### src/rtl/clock_domain_exporter_fifo_pkg.sv
// ---------------------------------------------------------------------------
// cdc_pkg
// Shared definitions for the toggle req/ack clock-domain-crossing FIFOs.
// The exporter (source side) uses the state type below; the importer FIFO
// variant is expected to import the same package.
// ---------------------------------------------------------------------------
package cdc_pkg;

    typedef enum logic [0:0] {
        IDLE     = 1'b0,
        WAIT_ACK = 1'b1
    } exporter_state_t;

endpackage

### src/rtl/clock_domain_exporter_fifo_sync.sv
// ---------------------------------------------------------------------------
// cdc_synchronizer
// Generic multi-flop synchronizer chain with asynchronous active-high reset
// to zero. Used for the ack on the exporter side and the req on the
// importer side.
//
// Ports:
//   clk_i   destination-domain clock
//   rst_i   asynchronous active-high reset (chain cleared to 0)
//   data_i  asynchronous input (Bits wide)
//   data_o  synchronised output, last stage of the chain
// ---------------------------------------------------------------------------
module cdc_synchronizer #(
    parameter int unsigned Stages = 2,
    parameter int unsigned Bits   = 1
) (
    input  logic            clk_i,
    input  logic            rst_i,
    input  logic [Bits-1:0] data_i,
    output logic [Bits-1:0] data_o
);

    logic [Bits-1:0] chain [Stages];

    always_ff @(posedge clk_i or posedge rst_i) begin
        if (rst_i) begin
            for (int unsigned i = 0; i < Stages; i++) begin
                chain[i] <= '0;
            end
        end else begin
            chain[0] <= data_i;
            for (int unsigned i = 1; i < Stages; i++) begin
                chain[i] <= chain[i-1];
            end
        end
    end

    assign data_o = chain[Stages-1];

endmodule

### src/rtl/clock_domain_exporter_fifo.sv
// ---------------------------------------------------------------------------
// clock_domain_exporter_fifo
// Source-side half of a toggle req/ack clock-domain crossing, with a
// Depth-entry FIFO in front so the producer can queue words while a
// transfer is in flight. Each word is launched by loading cdc_data_o and
// toggling cdc_req_o on the same edge; the next launch waits until the
// synchronised ack matches req again.
//
// Ports:
//   clk_i       producer clock (only clock)
//   rst_i       asynchronous active-high reset
//   stb_i       push request, accepted only while ready_o=1
//   data_i      word to push
//   ready_o     registered FIFO-not-full
//   level_o     FIFO occupancy, excluding the word in flight
//   busy_o      FIFO non-empty or transfer awaiting ack
//   overflow_o  sticky: a push was attempted while ready_o=0
//   cdc_req_o   toggle request to the importer
//   cdc_data_o  word in flight, stable while req != synchronised ack
//   cdc_ack_i   toggle acknowledge from the importer (asynchronous)
// ---------------------------------------------------------------------------
module clock_domain_exporter_fifo
    import cdc_pkg::*;
#(
    parameter int unsigned Bits       = 8,
    parameter int unsigned Depth      = 4,
    parameter int unsigned SyncStages = 2
) (
    input  logic                     clk_i,
    input  logic                     rst_i,
    input  logic                     stb_i,
    input  logic [Bits-1:0]          data_i,
    output logic                     ready_o,
    output logic [$clog2(Depth):0]   level_o,
    output logic                     busy_o,
    output logic                     overflow_o,
    output logic                     cdc_req_o,
    output logic [Bits-1:0]          cdc_data_o,
    input  logic                     cdc_ack_i
);

    localparam int unsigned AW = $clog2(Depth);
    localparam int unsigned LW = AW + 1;

    logic [Bits-1:0]  mem [Depth];
    logic [AW-1:0]    wr_ptr, rd_ptr;
    logic [LW-1:0]    level_q, level_next;
    logic             ready_q, overflow_q;
    logic             req_q;
    logic [Bits-1:0]  data_q;
    exporter_state_t  state_q;
    logic             ack_sync;
    logic             push, pop;

    cdc_synchronizer #(
        .Stages (SyncStages),
        .Bits   (1)
    ) u_ack_sync (
        .clk_i  (clk_i),
        .rst_i  (rst_i),
        .data_i (cdc_ack_i),
        .data_o (ack_sync)
    );

    assign push = stb_i && ready_q;
    assign pop  = (state_q == IDLE) && (level_q != '0);

    always_comb begin
        level_next = level_q;
        case ({push, pop})
            2'b10:   level_next = level_q + LW'(1);
            2'b01:   level_next = level_q - LW'(1);
            default: level_next = level_q;
        endcase
    end

    // Storage carries no reset; only the pointers and level define validity.
    always_ff @(posedge clk_i) begin
        if (push) begin
            mem[wr_ptr] <= data_i;
        end
    end

    // ready is registered from the post-update level, so a pop only
    // re-opens the FIFO on the following cycle.
    always_ff @(posedge clk_i or posedge rst_i) begin
        if (rst_i) begin
            wr_ptr     <= '0;
            rd_ptr     <= '0;
            level_q    <= '0;
            ready_q    <= 1'b1;
            overflow_q <= 1'b0;
        end else begin
            if (push) begin
                wr_ptr <= wr_ptr + AW'(1);
            end
            if (pop) begin
                rd_ptr <= rd_ptr + AW'(1);
            end
            level_q <= level_next;
            ready_q <= (level_next != LW'(Depth));
            if (stb_i && !ready_q) begin
                overflow_q <= 1'b1;
            end
        end
    end

    // Launch FSM: data and req update on the same edge so the importer
    // never sees a toggled req with stale data.
    always_ff @(posedge clk_i or posedge rst_i) begin
        if (rst_i) begin
            state_q <= IDLE;
            req_q   <= 1'b0;
            data_q  <= '0;
        end else begin
            case (state_q)
                IDLE: begin
                    if (pop) begin
                        data_q  <= mem[rd_ptr];
                        req_q   <= ~req_q;
                        state_q <= WAIT_ACK;
                    end
                end
                WAIT_ACK: begin
                    if (ack_sync == req_q) begin
                        state_q <= IDLE;
                    end
                end
                default: state_q <= IDLE;
            endcase
        end
    end

    assign ready_o    = ready_q;
    assign level_o    = level_q;
    assign overflow_o = overflow_q;
    assign cdc_req_o  = req_q;
    assign cdc_data_o = data_q;
    assign busy_o     = (level_q != '0) || (state_q == WAIT_ACK);

endmodule

### config.mk
export PLATFORM = sky130hd
export DESIGN_NAME = clock_domain_exporter_fifo
export DESIGN_NICKNAME = d
export VERILOG_FILES = /design/src/rtl/clock_domain_exporter_fifo_pkg.sv /design/src/rtl/clock_domain_exporter_fifo_sync.sv /design/src/rtl/clock_domain_exporter_fifo.sv
export SDC_FILE = /design/constraint.sdc
export NUM_CORES = 1
export LEC_CHECK = 0
export CORE_ASPECT_RATIO = 1.5
export CORE_MARGIN = 2
export CORE_UTILIZATION = 35
export DETAILED_ROUTE_END_ITERATION = 12
export GPL_TIMING_DRIVEN = 0
export REMOVE_ABC_BUFFERS = 1
export SYNTH_ARGS = -nofsm -noshare
export SYNTH_HDL_FRONTEND = slang
export SYNTH_SLANG_ARGS = --single-unit
### constraint.sdc
create_clock -name clk_i -period 3.2 [get_ports clk_i]
set_input_delay 0.8 -clock clk_i [delete_from_list [all_inputs] [get_ports clk_i]]
set_output_delay 0.8 -clock clk_i [all_outputs]
set_load 0.01 [all_outputs]
# After elaboration in Yosys (flattened, before gate mapping)
# Memory sizes are Yosys's and may differ from the RTL's. A register that Yosys moved wholly into a read port is not among the register bits.
# Index checks and enable logic that the tools add are counted.
# Widths: inputs -> output; s select.
[op_classes] add_sub_neg=4 n_eq_ne=4 muxes=6 bitwise=2 n_reduce_logical=7
[ops] operator="$pmux 3 s2" n=1
[ops] operator="$add 2x1->2 const B" n=2
[ops] operator="$mux 1" n=4
[ops] operator="$add 3x1->3 const B" n=1
[ops] operator="$logic_and 1x1->1" n=3
[ops] operator="$ne 3x3->1 const B" n=1
[ops] operator="$reduce_bool 3->1" n=1
[ops] operator="$sub 3x1->3 const B" n=1
[ops] operator="$eq 2x1->1 const B" n=1
[ops] operator="$eq 2x2->1 const B" n=1
[ops] operator="$not 1->1" n=2
[ops] operator="$pmux 1 s2" n=1
[ops] operator="$reduce_and 2->1" n=1
[ops] operator="$eq 1x1->1" n=1
[ops] operator="$logic_not 1->1" n=1
[ops] operator="$logic_or 1x1->1" n=1
[totals] out_inout_bits=15 mem_bits_rw=32 word_cells=33 input_bits=12 regBits=13 n_memories=1
[mem_list] name="mem" words=4 word_bits=8 rd=1 rd_clocked_by_memory_dff=1 write_ports=1 line="clock_domain_exporter_fifo.sv:45" rtl="logic [Bits-1:0] mem [Depth];"

# Depth between registers and ports, before layout
[depth] word_depth=5 mapped_depth=9 mapped_depth_nobuf=8

# Modules after synthesis
# A second synthesis with hierarchy kept.
[hier_totals] hier_cells=110 hier_area_um2=2093.3
[modules_own_cells] module="clock_domain_exporter_fifo" instances=1 cells_per_inst=107 area_per_inst_um2=2039.5
[modules_own_cells] module="cdc_synchronizer" instances=1 cells_per_inst=3 area_per_inst_um2=53.8

# Worst setup path after synthesis
# No wires, ideal clock.
[synth_timing] kind="input to register" startpoint="in stb_i" endpoint="reg ready_q (netlist: ready_o)" setup_time_ns=0.082 path_slack_ns=0.874 n_path_buf=0 arrival_time_ns=2.245 stages=7 cell_sequence="nand2_1 > ha_1 > inv_1 > fa_1 > xor2_1 > or3_1 > a211o_1"
[synth_via] elab_chain_cells=4 elab_cells_between_ends=5 classes_between="eq/ne (3); mux (1); reduce/logical (1)"
[synth_rtl] element="start: declaration" line="clock_domain_exporter_fifo.sv:31" rtl="input logic stb_i,"
[synth_rtl] element="$logic_and 1x1->1 *" line="clock_domain_exporter_fifo.sv:65" rtl="assign push = stb_i && ready_q;"
[synth_rtl] element="$eq 2x1->1 / $eq 2x2->1 (equally long branches)" line="clock_domain_exporter_fifo.sv:70" rtl="case ({push, pop})"
[synth_rtl] element="$pmux 3 s2 *" line="clock_domain_exporter_fifo.sv:70"
[synth_rtl] element="$ne 3x3->1 *" line="clock_domain_exporter_fifo.sv:101" rtl="ready_q <= (level_next != LW'(Depth));"
[synth_rtl] element="end signal: assignment" line="clock_domain_exporter_fifo.sv:101"
[synth_rtl] element="end: declaration" line="clock_domain_exporter_fifo.sv:48" rtl="logic ready_q, overflow_q;"
# Every way passes the cells marked *; elsewhere a longest branch is shown, timed or not.
# A chain may end at the register's enable or synchronous reset.

# Final worst setup path
[layout_timing] startpoint="reg level_q[0] (netlist: level_o[0])" endpoint="reg ready_q (netlist: ready_o)"
[layout_via] elab_chain_cells=5 elab_cells_between_ends=8 classes_between="add/sub (2); eq/ne (3); mux (1); reduce/logical (2)"
[layout_rtl] element="start: declaration" line="clock_domain_exporter_fifo.sv:47" rtl="logic [LW-1:0] level_q, level_next;"
[layout_rtl] element="start signal: assignment" line="clock_domain_exporter_fifo.sv:100" rtl="level_q <= level_next;"
[layout_rtl] element="branches (longest 3 deep; another with $sub 3x1->3)"
[layout_rtl] element="$pmux 3 s2 *" line="clock_domain_exporter_fifo.sv:70"
[layout_rtl] element="$ne 3x3->1 *" line="clock_domain_exporter_fifo.sv:101"
# Every way passes the cells marked *.

==> flow_metrics.env <==
export IMPL_ios=27
export IMPL_finalSetupViolations=0
export IMPL_grt_pass1_vias=1069
export IMPL_final_area_um2=2550
export IMPL_numCtsBuffers=5
export IMPL_dp_hpwl_um=2320
export IMPL_holdWs_ns=0.355
export IMPL_maxCapViolations=0
export IMPL_clockRootBuffer="clkbuf_8"
export IMPL_clockBufferDepth=2
export IMPL_p_total_mw=2.47
export IMPL_multiInputGateArea_um2=552
export IMPL_status="complete, no violations"
export IMPL_critPathSlowestCell="nor2_2"
export IMPL_die_w_um=67.1
export IMPL_critPathLaunchType="flip-flop"
export IMPL_min_path_cells=0
export IMPL_final_util_pct=44.1
export IMPL_slew_headroom_pct=43.9
export IMPL_p_clk_share_pct=21.0
export IMPL_sequentialPowerShare_pct=44.5
export IMPL_via_count=978
export IMPL_vias_per_cell=4.61
export IMPL_startpoint="level_o[0]"
export IMPL_finalWeightedCongestion=0.674
export IMPL_worstPathMaxFanout=12
export IMPL_die_h_um=98.6
export IMPL_drc=0
export IMPL_yosysUniqueCellTypes=24
export IMPL_synth_cell_area_um2=2090
export IMPL_drtAntennaViolNets=0
export IMPL_p_switching_uw=709
export IMPL_firstDrtPassIters=4
export IMPL_fin_crit_ns=2.75
export IMPL_p_per_area_nw_per_um2=967
export IMPL_initial_utilization_pct=36.1
export IMPL_hold_buffers=0
export IMPL_synth_area_top_cells="edfxtp_1, dfrtp_1, mux4_2, mux2_4, ha_1"
export IMPL_ir_drop_uv=484
export IMPL_post_cts_setup_buffer_count=0
export IMPL_timing_max_transition_violations_final=0
export IMPL_ys_seq_elements=53
export IMPL_path_class="reg -> reg"
export IMPL_rows=34
export IMPL_numPortBuffers=26
export IMPL_syn_to_final_growth_pct=22.0
export IMPL_r2r_end="ready_o"
export IMPL_rsz0062_at_grt="no"
export IMPL_finalHoldViolCount=0
export IMPL_core_region_area_um2=5790
export IMPL_fmax_mhz=364
export IMPL_antenna_cells=0
export IMPL_synth_top_area_cell="edfxtp_1"
export IMPL_grt_max_degree=22
export IMPL_comb_power_share_pct=34.5
export IMPL_synth_area_per_cell_um2=19.2
export IMPL_place_ws_ns=-0.0141
export IMPL_die_area_um2=6620
export IMPL_crit_required_ns=3.43
export IMPL_clkLatencyLatePin_ns=0.30
export IMPL_worstRegToRegCells=8
export IMPL_placed_cell_area_um2=2410
export IMPL_skew_ns=0.00896
export IMPL_p_leak_nw=0.982
export IMPL_fin_crit_sh_pct=85.9
export IMPL_yosys_warnings=0
export IMPL_yosys_area_top_type_share_pct=46.0
export IMPL_drive_above_1_share_pct=20.0
export IMPL_yosysSeqAreaShare_pct=71.2
export IMPL_ctsHtreeMaxLevel=2
export IMPL_cts_resized=1
export IMPL_worstMarginPinSlew_ns=0.841
export IMPL_grt_overflow=0
export IMPL_wire_per_inst_um=15.6
export IMPL_synthCells=109
export IMPL_switching_share_pct=28.7
export IMPL_grt_pass1_wl_um=5410
export IMPL_fin_nets=157
export IMPL_min_to="u_ack_sync.data_o"
export IMPL_hp_class="reg -> reg"
export IMPL_fillers=531
export IMPL_clkTransAtPathRegs_ns=0.09
export IMPL_drt_iter0_drc=20
export IMPL_grt_antenna_before_repair=0
export IMPL_end_kind="flip-flop"
export IMPL_cts_tree="done"
export IMPL_wl_um=3300
export IMPL_rr_startpoint="level_o[0]"
export IMPL_worstHoldStart="u_ack_sync.chain[1]"
export IMPL_track_usage_pct=11.6
export IMPL_arrival_ns=2.98
export IMPL_r2r_slack_ns=0.45
export IMPL_cpPeakStageDelay_ns=0.62
export IMPL_cts_num_sinks=53
export IMPL_crit_chain="nor3_2 -> nor2_2 -> ha_1 -> inv_1 -> fa_1 -> xor2_1 -> or3_1 -> a211o_1"
export IMPL_area_sequential_um2=1490
export IMPL_fin_ws_ns=0.451
export IMPL_internal_power_mw=1.76
-- synth_stat cells, drive strengths merged --
cell	number
nor2	1
or3	1
ha	5
dfrtp	20
mux2i	1
nand2b	1
nand2	2
buf	2
a21o	2
o21ai	1
fa	1
clkbuf	1
nor3b	1
inv	7
and3	4
nor3	1
mux4	8
a211o	1
dfstp	1
xnor2	2
edfxtp	32
xor2	5
mux2	9
-- per-layer routing --
layer | up-vias | track usage, % | routed length [µm]
li1 | 464 | - | -
met1 | 489 | 13.7 | 1380
met2 | 19 | 19.0 | 1730
met3 | 6 | 3.20 | 105
met4 | 0 | 5.65 | 80
met5 | - | 0 | 0
-- cell type report --
| cell class | instances | area share, % |
|---|---|---|
| Sequential cell | 53 | 58.3 |
| Multi-Input combinational cell | 46 | 21.6 |
| Timing Repair Buffer | 26 | 10.2 |
| Tap cell | 72 | 3.53 |
| Clock buffer | 5 | 2.70 |
| Clock inverter | 3 | 2.55 |
| Inverter | 7 | 1.03 |
-- worst max-delay path by stage --
| stage | endpoint |
|---|---|
| global route | ready_o |
| global placement | ready_o |
| floorplan | ready_o |
| finish | ready_o |
| detailed placement | ready_o |
| CTS | ready_o |
-- cell families after synthesis --
group / count (synthesis) / synth area share [%]
AO/OA/AOI/OAI: 4 / 1.38
AND/OR/NAND/NOR: 11 / 3.17
adder cells (fa/ha/maj): 6 / 3.95
XOR/XNOR: 7 / 2.93
multiplexers: 18 / 14.8
flip-flops: 53 / 71.2
buffers and inverters: 10 / 2.51
-- through the flow --
| step | cells | TNS (ns) |
|---|---|---|
| after floorplan | 106 | 0 |
| after global placement | 204 | 0 |
| after detailed placement | 204 | -0.0141 |
| after CTS | 212 | 0 |
| after global routing | 212 | 0 |
| final | 212 | 0 |
-- placed cells by master (no fill, tap or decap) --
cell type,instances
nor2_2,1
o21ai_0,1
dfstp_2,1
edfxtp_1,32
mux4_2,8
fa_1,1
dfrtp_1,20
a21o_1,2
bufinv_16,2
clkinv_2,1
inv_1,7
and3_1,4
nor3b_1,1
clkbuf_8,5
a211o_1,1
clkdlybuf4s50_1,26
mux2_2,4
or3_1,1
nor3_2,1
nand2_1,2
xor2_1,5
xnor2_1,2
ha_1,5
nand2b_1,1
mux2i_1,1
mux2_4,5
-- power by group through the flow --
stage | sequential, mW | combinational (mW) | clock [mW]
3_5_place_dp | 1.12 | 0.864 | 0
3_3_place_gp | 1.11 | 0.828 | 0
4_1_cts | 1.11 | 0.872 | 0.528
5_1_grt | 1.13 | 0.933 | 0.559
2_1_floorplan | 1.12 | 0.518 | 0
6_report | 1.10 | 0.850 | 0.519
-- worst max-delay path, delay by kind of cell (launching register included) --
family | cells | cell delay [ns]
flops | 1 | 0.42
compound gates | 1 | 0.31
xor+xnor | 1 | 0.16
fa+ha+maj | 2 | 0.68
buf+inv | 1 | 0.06
simple gates | 3 | 1.04
-- sequential cells by signal, summed over array words and instances, names as in the netlist --
| name | count |
|---|---|
| mem | 32 |
| cdc_data_o | 8 |
| level_o | 3 |
| rd_ptr | 2 |
| wr_ptr | 2 |
| cdc_req_o | 1 |
| overflow_o | 1 |
| ready_o | 1 |
| state_q | 1 |
| u_ack_sync.chain | 1 |
| u_ack_sync.data_o | 1 |
Power figures use the tool's default switching activity.
